**src/rtl/ctrl_defs.sv**
```systemverilog
// Shared encodings for the multi-cycle MIPS controller: FSM states, opcode/funct
// values, ALU operation codes and datapath mux selects.
package ctrl_defs;

    typedef enum logic [2:0] {
        S_FETCH  = 3'd0,
        S_DECODE = 3'd1,
        S_EXEC   = 3'd2,
        S_MEM    = 3'd3,
        S_WB     = 3'd4
    } state_e;

    localparam logic [5:0] OP_RTYPE = 6'h00;
    localparam logic [5:0] OP_J     = 6'h02;
    localparam logic [5:0] OP_JAL   = 6'h03;
    localparam logic [5:0] OP_BEQ   = 6'h04;
    localparam logic [5:0] OP_ORI   = 6'h0d;
    localparam logic [5:0] OP_LUI   = 6'h0f;
    localparam logic [5:0] OP_LW    = 6'h23;
    localparam logic [5:0] OP_SW    = 6'h2b;

    localparam logic [5:0] FN_JR    = 6'h08;
    localparam logic [5:0] FN_ADDU  = 6'h21;
    localparam logic [5:0] FN_SUBU  = 6'h23;

    // ALU operation codes; these must stay in step with the ALU's own decode.
    localparam logic [3:0] ALU_ADD  = 4'd0;
    localparam logic [3:0] ALU_SUB  = 4'd1;
    localparam logic [3:0] ALU_AND  = 4'd2;
    localparam logic [3:0] ALU_OR   = 4'd3;
    localparam logic [3:0] ALU_XOR  = 4'd4;
    localparam logic [3:0] ALU_LUI  = 4'd5;

    localparam logic [1:0] PC_PLUS4  = 2'd0;
    localparam logic [1:0] PC_BRANCH = 2'd1;
    localparam logic [1:0] PC_JUMP   = 2'd2;
    localparam logic [1:0] PC_REG    = 2'd3;

    localparam logic [1:0] RD_RT = 2'd0;
    localparam logic [1:0] RD_RD = 2'd1;
    localparam logic [1:0] RD_RA = 2'd2;

    localparam logic [1:0] WD_ALU = 2'd0;
    localparam logic [1:0] WD_DM  = 2'd1;
    localparam logic [1:0] WD_PC  = 2'd2;

    // Bit positions of the one-hot instruction class vector.
    localparam int unsigned CLS_W  = 11;
    localparam int unsigned C_ADDU = 0;
    localparam int unsigned C_SUBU = 1;
    localparam int unsigned C_ORI  = 2;
    localparam int unsigned C_LW   = 3;
    localparam int unsigned C_SW   = 4;
    localparam int unsigned C_BEQ  = 5;
    localparam int unsigned C_LUI  = 6;
    localparam int unsigned C_J    = 7;
    localparam int unsigned C_JAL  = 8;
    localparam int unsigned C_JR   = 9;
    localparam int unsigned C_NOP  = 10;

    // Instructions that complete in DECODE without using the ALU.
    function automatic logic ends_in_decode(input logic [CLS_W-1:0] cls);
        return cls[C_J] | cls[C_JAL] | cls[C_JR] | cls[C_NOP];
    endfunction

endpackage

```
**src/rtl/ctrl_decode.sv**
```systemverilog
// Combinational instruction classifier: op/funct to a one-hot class vector.
// Every encoding outside the supported subset maps to the nop class.
module ctrl_decode
    import ctrl_defs::*;
(
    input  logic [5:0]       op,
    input  logic [5:0]       funct,
    output logic [CLS_W-1:0] cls
);

    always_comb begin
        cls = '0;
        case (op)
            OP_RTYPE: begin
                case (funct)
                    FN_ADDU: cls[C_ADDU] = 1'b1;
                    FN_SUBU: cls[C_SUBU] = 1'b1;
                    FN_JR:   cls[C_JR]   = 1'b1;
                    default: cls[C_NOP]  = 1'b1;
                endcase
            end
            OP_ORI:  cls[C_ORI] = 1'b1;
            OP_LW:   cls[C_LW]  = 1'b1;
            OP_SW:   cls[C_SW]  = 1'b1;
            OP_BEQ:  cls[C_BEQ] = 1'b1;
            OP_LUI:  cls[C_LUI] = 1'b1;
            OP_J:    cls[C_J]   = 1'b1;
            OP_JAL:  cls[C_JAL] = 1'b1;
            default: cls[C_NOP] = 1'b1;
        endcase
    end

endmodule

```
**src/rtl/multi_cycle_ctrl.sv**
```systemverilog
// Multi-cycle MIPS control FSM with registered datapath controls and a
// retired-instruction counter.
module multi_cycle_ctrl
    import ctrl_defs::*;
#(
    parameter int unsigned CNT_W = 32
) (
    input  logic             clk,
    input  logic             reset,
    input  logic [5:0]       op,
    input  logic [5:0]       funct,
    input  logic             Branch,
    output logic [3:0]       ALUOP,
    output logic             ALUSrc,
    output logic             ExtOp,
    output logic             PCWr,
    output logic [1:0]       PCSrc,
    output logic             IRWr,
    output logic             RegWr,
    output logic [1:0]       RegDst,
    output logic [1:0]       WDSel,
    output logic             MemWr,
    output logic [2:0]       state,
    output logic [CNT_W-1:0] retired
);

    state_e           state_q, state_d;
    logic             live_q, live_d;
    logic [5:0]       op_q, op_d;
    logic [5:0]       funct_q, funct_d;
    logic [CNT_W-1:0] retired_q, retired_d;
    logic [3:0]       aluop_q, aluop_d;
    logic             alusrc_q, alusrc_d;
    logic             extop_q, extop_d;
    logic             pcwr_q, pcwr_d;
    logic [1:0]       pcsrc_q, pcsrc_d;
    logic             irwr_q, irwr_d;
    logic             regwr_q, regwr_d;
    logic [1:0]       regdst_q, regdst_d;
    logic [1:0]       wdsel_q, wdsel_d;
    logic             memwr_q, memwr_d;
    logic             beq_exec_q, beq_exec_d;
    logic [CLS_W-1:0] cls;

    // The decoder sees the instruction that will be held next cycle, so the
    // controls for the upcoming state can be registered one cycle early.
    assign op_d    = irwr_q ? op    : op_q;
    assign funct_d = irwr_q ? funct : funct_q;

    ctrl_decode u_decode (
        .op    (op_d),
        .funct (funct_d),
        .cls   (cls)
    );

    always_comb begin
        live_d  = 1'b1;
        state_d = S_FETCH;
        case (state_q)
            // The cycle right after reset release only arms the first fetch.
            S_FETCH:  state_d = live_q ? S_DECODE : S_FETCH;
            S_DECODE: state_d = ends_in_decode(cls) ? S_FETCH : S_EXEC;
            S_EXEC: begin
                if (cls[C_LW] | cls[C_SW]) begin
                    state_d = S_MEM;
                end else if (cls[C_BEQ]) begin
                    state_d = S_FETCH;
                end else begin
                    state_d = S_WB;
                end
            end
            S_MEM:    state_d = cls[C_LW] ? S_WB : S_FETCH;
            S_WB:     state_d = S_FETCH;
            default:  state_d = S_FETCH;
        endcase
    end

    always_comb begin
        aluop_d    = ALU_ADD;
        alusrc_d   = 1'b0;
        extop_d    = 1'b0;
        pcwr_d     = 1'b0;
        pcsrc_d    = PC_PLUS4;
        irwr_d     = 1'b0;
        regwr_d    = 1'b0;
        regdst_d   = RD_RT;
        wdsel_d    = WD_ALU;
        memwr_d    = 1'b0;
        beq_exec_d = 1'b0;
        case (state_d)
            S_FETCH: begin
                irwr_d  = 1'b1;
                pcwr_d  = 1'b1;
                pcsrc_d = PC_PLUS4;
            end
            S_DECODE: begin
                if (cls[C_J] | cls[C_JAL]) begin
                    pcwr_d  = 1'b1;
                    pcsrc_d = PC_JUMP;
                end
                if (cls[C_JAL]) begin
                    regwr_d  = 1'b1;
                    regdst_d = RD_RA;
                    wdsel_d  = WD_PC;
                end
                if (cls[C_JR]) begin
                    pcwr_d  = 1'b1;
                    pcsrc_d = PC_REG;
                end
            end
            S_EXEC: begin
                if (cls[C_SUBU]) begin
                    aluop_d = ALU_SUB;
                end
                if (cls[C_ORI]) begin
                    aluop_d  = ALU_OR;
                    alusrc_d = 1'b1;
                end
                if (cls[C_LUI]) begin
                    aluop_d  = ALU_LUI;
                    alusrc_d = 1'b1;
                end
                if (cls[C_LW] | cls[C_SW]) begin
                    alusrc_d = 1'b1;
                    extop_d  = 1'b1;
                end
                if (cls[C_BEQ]) begin
                    extop_d    = 1'b1;
                    pcsrc_d    = PC_BRANCH;
                    beq_exec_d = 1'b1;
                end
            end
            S_MEM: begin
                memwr_d = cls[C_SW];
            end
            S_WB: begin
                regwr_d  = 1'b1;
                regdst_d = (cls[C_ADDU] | cls[C_SUBU]) ? RD_RD : RD_RT;
                wdsel_d  = cls[C_LW] ? WD_DM : WD_ALU;
            end
            default: begin
            end
        endcase
    end

    always_comb begin
        retired_d = retired_q;
        if ((state_d == S_FETCH) &&
            (state_q inside {S_DECODE, S_EXEC, S_MEM, S_WB})) begin
            retired_d = retired_q + CNT_W'(1);
        end
    end

    always_ff @(posedge clk or negedge reset) begin
        if (!reset) begin
            state_q    <= S_FETCH;
            live_q     <= 1'b0;
            op_q       <= '0;
            funct_q    <= '0;
            retired_q  <= '0;
            aluop_q    <= ALU_ADD;
            alusrc_q   <= 1'b0;
            extop_q    <= 1'b0;
            pcwr_q     <= 1'b0;
            pcsrc_q    <= PC_PLUS4;
            irwr_q     <= 1'b0;
            regwr_q    <= 1'b0;
            regdst_q   <= RD_RT;
            wdsel_q    <= WD_ALU;
            memwr_q    <= 1'b0;
            beq_exec_q <= 1'b0;
        end else begin
            state_q    <= state_d;
            live_q     <= live_d;
            op_q       <= op_d;
            funct_q    <= funct_d;
            retired_q  <= retired_d;
            aluop_q    <= aluop_d;
            alusrc_q   <= alusrc_d;
            extop_q    <= extop_d;
            pcwr_q     <= pcwr_d;
            pcsrc_q    <= pcsrc_d;
            irwr_q     <= irwr_d;
            regwr_q    <= regwr_d;
            regdst_q   <= regdst_d;
            wdsel_q    <= wdsel_d;
            memwr_q    <= memwr_d;
            beq_exec_q <= beq_exec_d;
        end
    end

    // A taken branch is only known during EXEC, so PCWr follows Branch live there.
    assign PCWr    = pcwr_q | (beq_exec_q & Branch);
    assign ALUOP   = aluop_q;
    assign ALUSrc  = alusrc_q;
    assign ExtOp   = extop_q;
    assign PCSrc   = pcsrc_q;
    assign IRWr    = irwr_q;
    assign RegWr   = regwr_q;
    assign RegDst  = regdst_q;
    assign WDSel   = wdsel_q;
    assign MemWr   = memwr_q;
    assign state   = state_q;
    assign retired = retired_q;

    // Register-file and memory writes never coincide; the IR only loads in FETCH.
    a_one_writer: assert property (@(posedge clk) disable iff (!reset) !(RegWr && MemWr));
    a_irwr_fetch: assert property (@(posedge clk) disable iff (!reset) IRWr |-> (state == S_FETCH));

endmodule

```
**config.mk**
```make
export PLATFORM = sky130hd
export DESIGN_NAME = multi_cycle_ctrl
export DESIGN_NICKNAME = d
export VERILOG_FILES = /design/src/rtl/ctrl_defs.sv /design/src/rtl/ctrl_decode.sv /design/src/rtl/multi_cycle_ctrl.sv
export SDC_FILE = /design/constraint.sdc
export NUM_CORES = 1
export LEC_CHECK = 0
export CORE_UTILIZATION = 55
export CTS_BUF_LIST = sky130_fd_sc_hd__clkbuf_8
export DETAILED_ROUTE_END_ITERATION = 16
export PLACE_DENSITY = 0.86
export SLEW_MARGIN = 20
export SYNTH_ARGS = -nofsm -noshare
export SYNTH_HDL_FRONTEND = slang
export SYNTH_HIERARCHICAL = 1
export SYNTH_SLANG_ARGS = --single-unit
```
**constraint.sdc**
```tcl
create_clock -name clk -period 7.1 [get_ports clk]
set_clock_uncertainty 0.2 [all_clocks]
set_input_delay 0.71 -clock clk [delete_from_list [all_inputs] [get_ports clk]]
set_output_delay 0.71 -clock clk [all_outputs]
set_load 0.02 [all_outputs]
```
-- After elaboration in Yosys (flattened, before gate mapping)
Index checks and enable logic that the tools add are counted.
- multiplexer cells: 51
- bitwise operators: 7
- reductions and logical operators: 7
- eq/ne operators: 18
- $add $sub $neg: 1
- operator list (operator ; count):
    $add A32 B1 Y32 const B ; 1
    $mux W1 ; 31
    $eq A6 B6 Y1 const B ; 4
    $eq A6 B4 Y1 const B ; 3
    $eq A3 B2 Y1 const B ; 4
    $eq A6 B2 Y1 const B ; 2
    $mux W4 ; 3
    $mux W6 ; 2
    $pmux W2 S2 ; 3
    $pmux W3 S4 ; 1
    $mux W2 ; 5
    $mux W3 ; 3
    $reduce_or A7 Y1 ; 1
    $eq A3 B1 Y1 const B ; 2
    $eq A3 B3 Y1 const B ; 2
    $eq A6 B3 Y1 const B ; 1
    $logic_not A3 Y1 ; 2
    $logic_not A6 Y1 ; 1
    $or A1 B1 Y1 ; 6
    $pmux W1 S2 ; 3
    $reduce_bool A4 Y1 ; 1
    $reduce_or A3 Y1 ; 1
    $and A1 B1 Y1 ; 1
    $logic_and A1 B1 Y1 ; 1
- bits in registers: 65
- word-level logic and storage cells: 100
- output and inout port bits: 51
- input bits: 15

-- Logic depth before layout (Yosys ltp)
- word-level depth: 10
- mapped depth: 13
- mapped depth without buffers: 10

-- Modules after synthesis
Netlist, hierarchy kept.
- by module, submodules not included (module ; cells an instance ; area an instance (µm²) ; sequential area each (µm²) ; times used):
    multi_cycle_ctrl ; 218 ; 2720.1 ; 1576.5 ; 1
    ctrl_decode ; 29 ; 190.2 ; 0.0 ; 1

-- Least setup slack after synthesis
No wires, ideal clock.
- path type: register to register
- from: register irwr_q, in the netlist IRWr
- to: register retired_q[20], in the netlist retired[20]
- period minus slack after synthesis: 3.867 ns
- library setup time: 0.080 ns
- data arrival time: 3.587 ns
- path buffers: 3
- stages on the path, launching flop included: 13
- data required time: 6.820 ns
- path slack: 3.233 ns
- cells stage by stage: dfrtp_1 -> buf_1 -> mux2_2 -> or4_4 -> nor3_4 -> a311o_2 -> nor4b_4 -> and2_4 -> or4_1 -> buf_6 -> buf_12 -> nor4_2 -> xor2_1
- elaborated cells between the ends (all ways): 35
- those cells by class: eq/ne (10); mux (16); bitwise (4); reduce/logical (5)
- RTL lines (what ; line ; RTL):
    from (decl) ; multi_cycle_ctrl.sv:37 ; logic irwr_q, irwr_d;
    from (signal assigned) ; multi_cycle_ctrl.sv:183 ; irwr_q <= irwr_d;
    $mux W6 * ; multi_cycle_ctrl.sv:47 ; assign op_d = irwr_q ? op : op_q;
    via op_d[3] ; multi_cycle_ctrl.sv:29 ; logic [5:0] op_q, op_d;
    $eq A6 B4 Y1, or another cell as far along ; ctrl_decode.sv:13 ; case (op)
    $reduce_or A7 Y1 (no source line) ; -- ;
    $pmux W1 S2 * ; ctrl_decode.sv:13 ;
    via cls[10] ; multi_cycle_ctrl.sv:43 ; logic [CLS_W-1:0] cls;
    $or A1 B1 Y1 * ; ctrl_defs.sv:63 ; return cls[C_J] | cls[C_JAL] | cls[C_JR] | cls[C_NOP];
    $mux W2 * ; multi_cycle_ctrl.sv:62 ; S_DECODE: state_d = ends_in_decode(cls) ? S_FETCH : S_EXEC;
    $pmux W3 S4 * ; multi_cycle_ctrl.sv:59 ; case (state_q)
    $logic_not A3 Y1 * ; multi_cycle_ctrl.sv:148 ; if ((state_d == S_FETCH) &&
    $logic_and A1 B1 Y1 * ; multi_cycle_ctrl.sv:148 ;
    to (signal assigned) ; multi_cycle_ctrl.sv:177 ; retired_q <= retired_d;
    to (decl) ; multi_cycle_ctrl.sv:31 ; logic [CNT_W-1:0] retired_q, retired_d;
Mark *: on every way through the listed nets, which the timed path passes. The rest lies on a longest branch.
A chain may end at the register's enable or synchronous reset.

-- Final worst setup path
- from: register irwr_q, in the netlist IRWr
- to: register retired_q[18], in the netlist retired[18]
- elaborated cells between the ends (all ways): 35
- those cells by class: eq/ne (10); mux (16); bitwise (4); reduce/logical (5)
- RTL lines (what ; line ; RTL):
    $mux W6 ; multi_cycle_ctrl.sv:47 ;
    via op_d[2] ; multi_cycle_ctrl.sv:29 ;
    $eq A6 B6 Y1 ; ctrl_decode.sv:13 ;
    $mux W1 ; ctrl_decode.sv:13 ;
    via cls[4] ; multi_cycle_ctrl.sv:43 ;
    $or A1 B1 Y1 ; multi_cycle_ctrl.sv:64 ; if (cls[C_LW] | cls[C_SW]) begin
    $mux W3 ; multi_cycle_ctrl.sv:64 ;
    $pmux W3 S4 ; multi_cycle_ctrl.sv:59 ;
    via state_d[0] ; multi_cycle_ctrl.sv:27 ; state_e state_q, state_d;
    $logic_not A3 Y1 ; multi_cycle_ctrl.sv:148 ;
    $logic_and A1 B1 Y1 ; multi_cycle_ctrl.sv:148 ;
The timed path passes the listed nets, and every way through them passes these cells.

==> impl_metrics.json <==
{
  "grt_usage": 0.255,
  "area_delta_synth_final_pct": 29.2,
  "syn-instance-count": 247,
  "max_freq_mhz": 238,
  "power_frac_comb": 0.313,
  "cap_viol_max_count": 0,
  "grt_antenna_before_repair": 0,
  "slew_headroom": 0.473,
  "p_sw_uw": 380,
  "seqCellArea_mm2": 0.00158,
  "end_kind": "register",
  "setup_slack_ns": 2.89,
  "synth_common_cells": "63 x dfrtp_1, 18 x nand2_1, 17 x xnor2_1",
  "grt_overflow": 0,
  "hp-class": "reg -> reg",
  "drtPass1Iterations": 4,
  "core-area_mm2": 0.00511,
  "required_ns": 7.10,
  "synth_fp_nets": 263,
  "tritoncts": "yes",
  "dp_slack_ns": 2.64,
  "multiInputGateArea_mm2": 0.00126,
  "final_nets": 332,
  "yosysTopAreaCell": "dfrtp_1",
  "ctsResizeCount": 0,
  "syn-cell-area_mm2": 0.00291,
  "via_per_inst": 5.78,
  "initial_core_util": 0.570,
  "die-area_mm2": 0.00559,
  "synth_edf_count": 0,
  "worst_pin_slew_ns": 0.788,
  "path_max_fanout": 16,
  "die_w_um": 74.7,
  "initialDrtViolationCount": 201,
  "clk_pin_slew_ns": 0.06,
  "fin_crit_ns": 4.21,
  "intPower_uw": 699,
  "finalCritPeriodShare": 0.593,
  "synth_most_common_cell": "dfrtp_1",
  "synth_seq_cells": 63,
  "synth.avg_cell_area_um2": 11.8,
  "wl_per_cell_um": 16.5,
  "hold_viol": 0,
  "root_buffer": "clkbuf_8",
  "die_y_um": 74.7,
  "cp_slowest_cell": "a2111oi_1",
  "p_leak_uw": 0.00164,
  "synth-async-reset-ratio": 1.00,
  "drive_gt1_frac": 0.150,
  "critical_path_arrival_ns": 4.21,
  "routed_wl_mm": 6.45,
  "drv_slew": 0,
  "start_kind": "register",
  "path_cells": "mux2_2 -> nand2b_1 -> nor4b_1 -> nor2_2 -> a2111oi_1 -> or4_1 -> nor4_1 -> xor2_1",
  "h-tree-depth": 3,
  "switching_share": 0.352,
  "clock_latency_ns": 0.34,
  "diodes": 0,
  "io_buffers": 64,
  "ys.flop_type": "dfrtp_1",
  "ir_worst_vdd_mv": 0.162,
  "fin_tns_setup_ns": 0,
  "numCtsBuffers": 9,
  "cts.sinks": 63,
  "io-pin-count": 66,
  "gp_congestion": 0.928,
  "rows": 26,
  "rsz0062_at_grt": "false",
  "power_frac_clock": 0.253,
  "p_seq_frac": 0.435,
  "powerDensity_mw_per_mm2": 287,
  "postCtsSetupRepairBufs": 0,
  "ys_seq_area_frac": 0.542,
  "worst-setup-path-type": "reg -> reg",
  "route.vias.total": 2259,
  "grt_pass1_vias": 2173,
  "yosys_warnings": 6,
  "synth_cell_types": 49,
  "synth_top_area_frac": 0.542,
  "ant_nets": 0,
  "grt_pass1_wl_mm": 10.4,
  "holdBufCountCts": 0,
  "crit_path_max_incr_delay_ns": 0.78,
  "drc_errors": 0,
  "grt_start_max_net_pins": 64,
  "fill_cells": 371,
  "post-dp-hpwl_mm": 4.39,
  "cts_buffer_depth": 2,
  "run_status": "completed",
  "synth_area_leaders": "dfrtp_1 54%, xnor2_1 5.1%, mux2_2 4.6%",
  "setup-violations-final": 0
}
-- critical path: cells and delay by family, from the launching register on --
kind / cells / cell delay (ns)
flops: 1 / 0.66
simple gates: 5 / 1.79
compound gates: 1 / 0.78
mux: 1 / 0.45
xor+xnor: 1 / 0.18
-- final timing paths --
kind	start	to	slack (ns)	depth (start not counted)
worst max-delay path	IRWr	retired[18]	2.89	8
worst min-delay path	retired[14]	retired[14]	0.30	1
worst max register to register	IRWr	retired[18]	2.89	8
worst min register to register	retired[14]	retired[14]	0.30	1
max in group asynchronous	reset	ALUOP[0]	5.85	2
min in group asynchronous	reset	funct_q[4]	0.33	2
-- flip-flops by register name (all words and copies together), names as in the netlist --
| signal | flops |
|---|---|
| funct_q | 6 |
| state | 3 |
| live_q | 1 |
| RegWr | 1 |
| op_q | 6 |
| RegDst | 2 |
| beq_exec_q | 1 |
| ALUOP | 3 |
| ExtOp | 1 |
| PCSrc | 2 |
| WDSel | 1 |
| ALUSrc | 1 |
| pcwr_q | 1 |
| retired | 32 |
| MemWr | 1 |
| IRWr | 1 |
-- placed cells by master (no fill, tap or decap), types with 4 or more instances in the layout --
| cell type | n |
|---|---|
| xor2_1 | 15 |
| mux2_2 | 12 |
| nor3_1 | 10 |
| and4_1 | 4 |
| nand3_1 | 7 |
| dfrtp_1 | 63 |
| clkinv_2 | 4 |
| nand4_1 | 14 |
| nor4b_1 | 4 |
| and3_1 | 9 |
| clkdlybuf4s50_1 | 63 |
| nand2_1 | 18 |
| nor2_1 | 14 |
| clkbuf_8 | 11 |
| xnor2_1 | 17 |
| nor3b_1 | 4 |
| nor4_1 | 8 |
-- power groups by stage --
stage	Clock (µW)	Combinational (µW)	Sequential (µW)
after global placement	0	324	472
after CTS	275	335	469
after detailed placement	0	333	474
after global routing	292	365	479
final	273	338	469
after floorplan	0	232	481
-- area by class of cell --
class                           instances  area share
Clock buffer                           11      0.0403
Clock inverter                          5     0.00632
Inverter                                2     0.00200
Sequential cell                        63       0.419
Tap cell                               70      0.0233
Multi-Input combinational cell        174       0.336
Timing Repair Buffer                   66       0.173
-- layer usage --
| layer | vias up | track usage | wire [µm] |
|---|---|---|---|
| met4 | 0 | 0.109 | 85 |
| met1 | 1151 | 0.348 | 2910 |
| li1 | 1022 | - | - |
| met2 | 76 | 0.401 | 3150 |
| met5 | - | 0 | 0 |
| met3 | 10 | 0.0482 | 313 |
-- cells by family (layout without fill, tap and decap cells) --
family | Yosys count | in the layout | share of synthesized area
buffers and inverters | 10 | 84 | 0.0241
DFF | 63 | 63 | 0.542
muxes | 12 | 12 | 0.0464
AOI/OAI and AO/OA | 9 | 9 | 0.0254
other | 2 | 2 | 0.00258
and+or+nand+nor | 118 | 118 | 0.259
xor gates and xnor gates | 32 | 32 | 0.0963
adders and majority gates | 1 | 1 | 0.00430
-- metrics by stage --
| step | instance area (µm²) | hold WS, ns | total power, µW | instances | util |
|---|---|---|---|---|---|
| 2_1_floorplan | 2910 | 0.214 | 713 | 247 | - |
| 5_1_grt | 3760 | 0.321 | 1140 | 391 | 0.736 |
| 3_5_place_dp | 3590 | 0.285 | 807 | 375 | 0.702 |
| 3_3_place_gp | 3590 | 0.261 | 797 | 375 | 0.702 |
| 6_report | 3760 | 0.296 | 1080 | 391 | 0.736 |
| 4_1_cts | 3760 | 0.297 | 1080 | 391 | 0.736 |
Power figures use the tool's default switching activity.
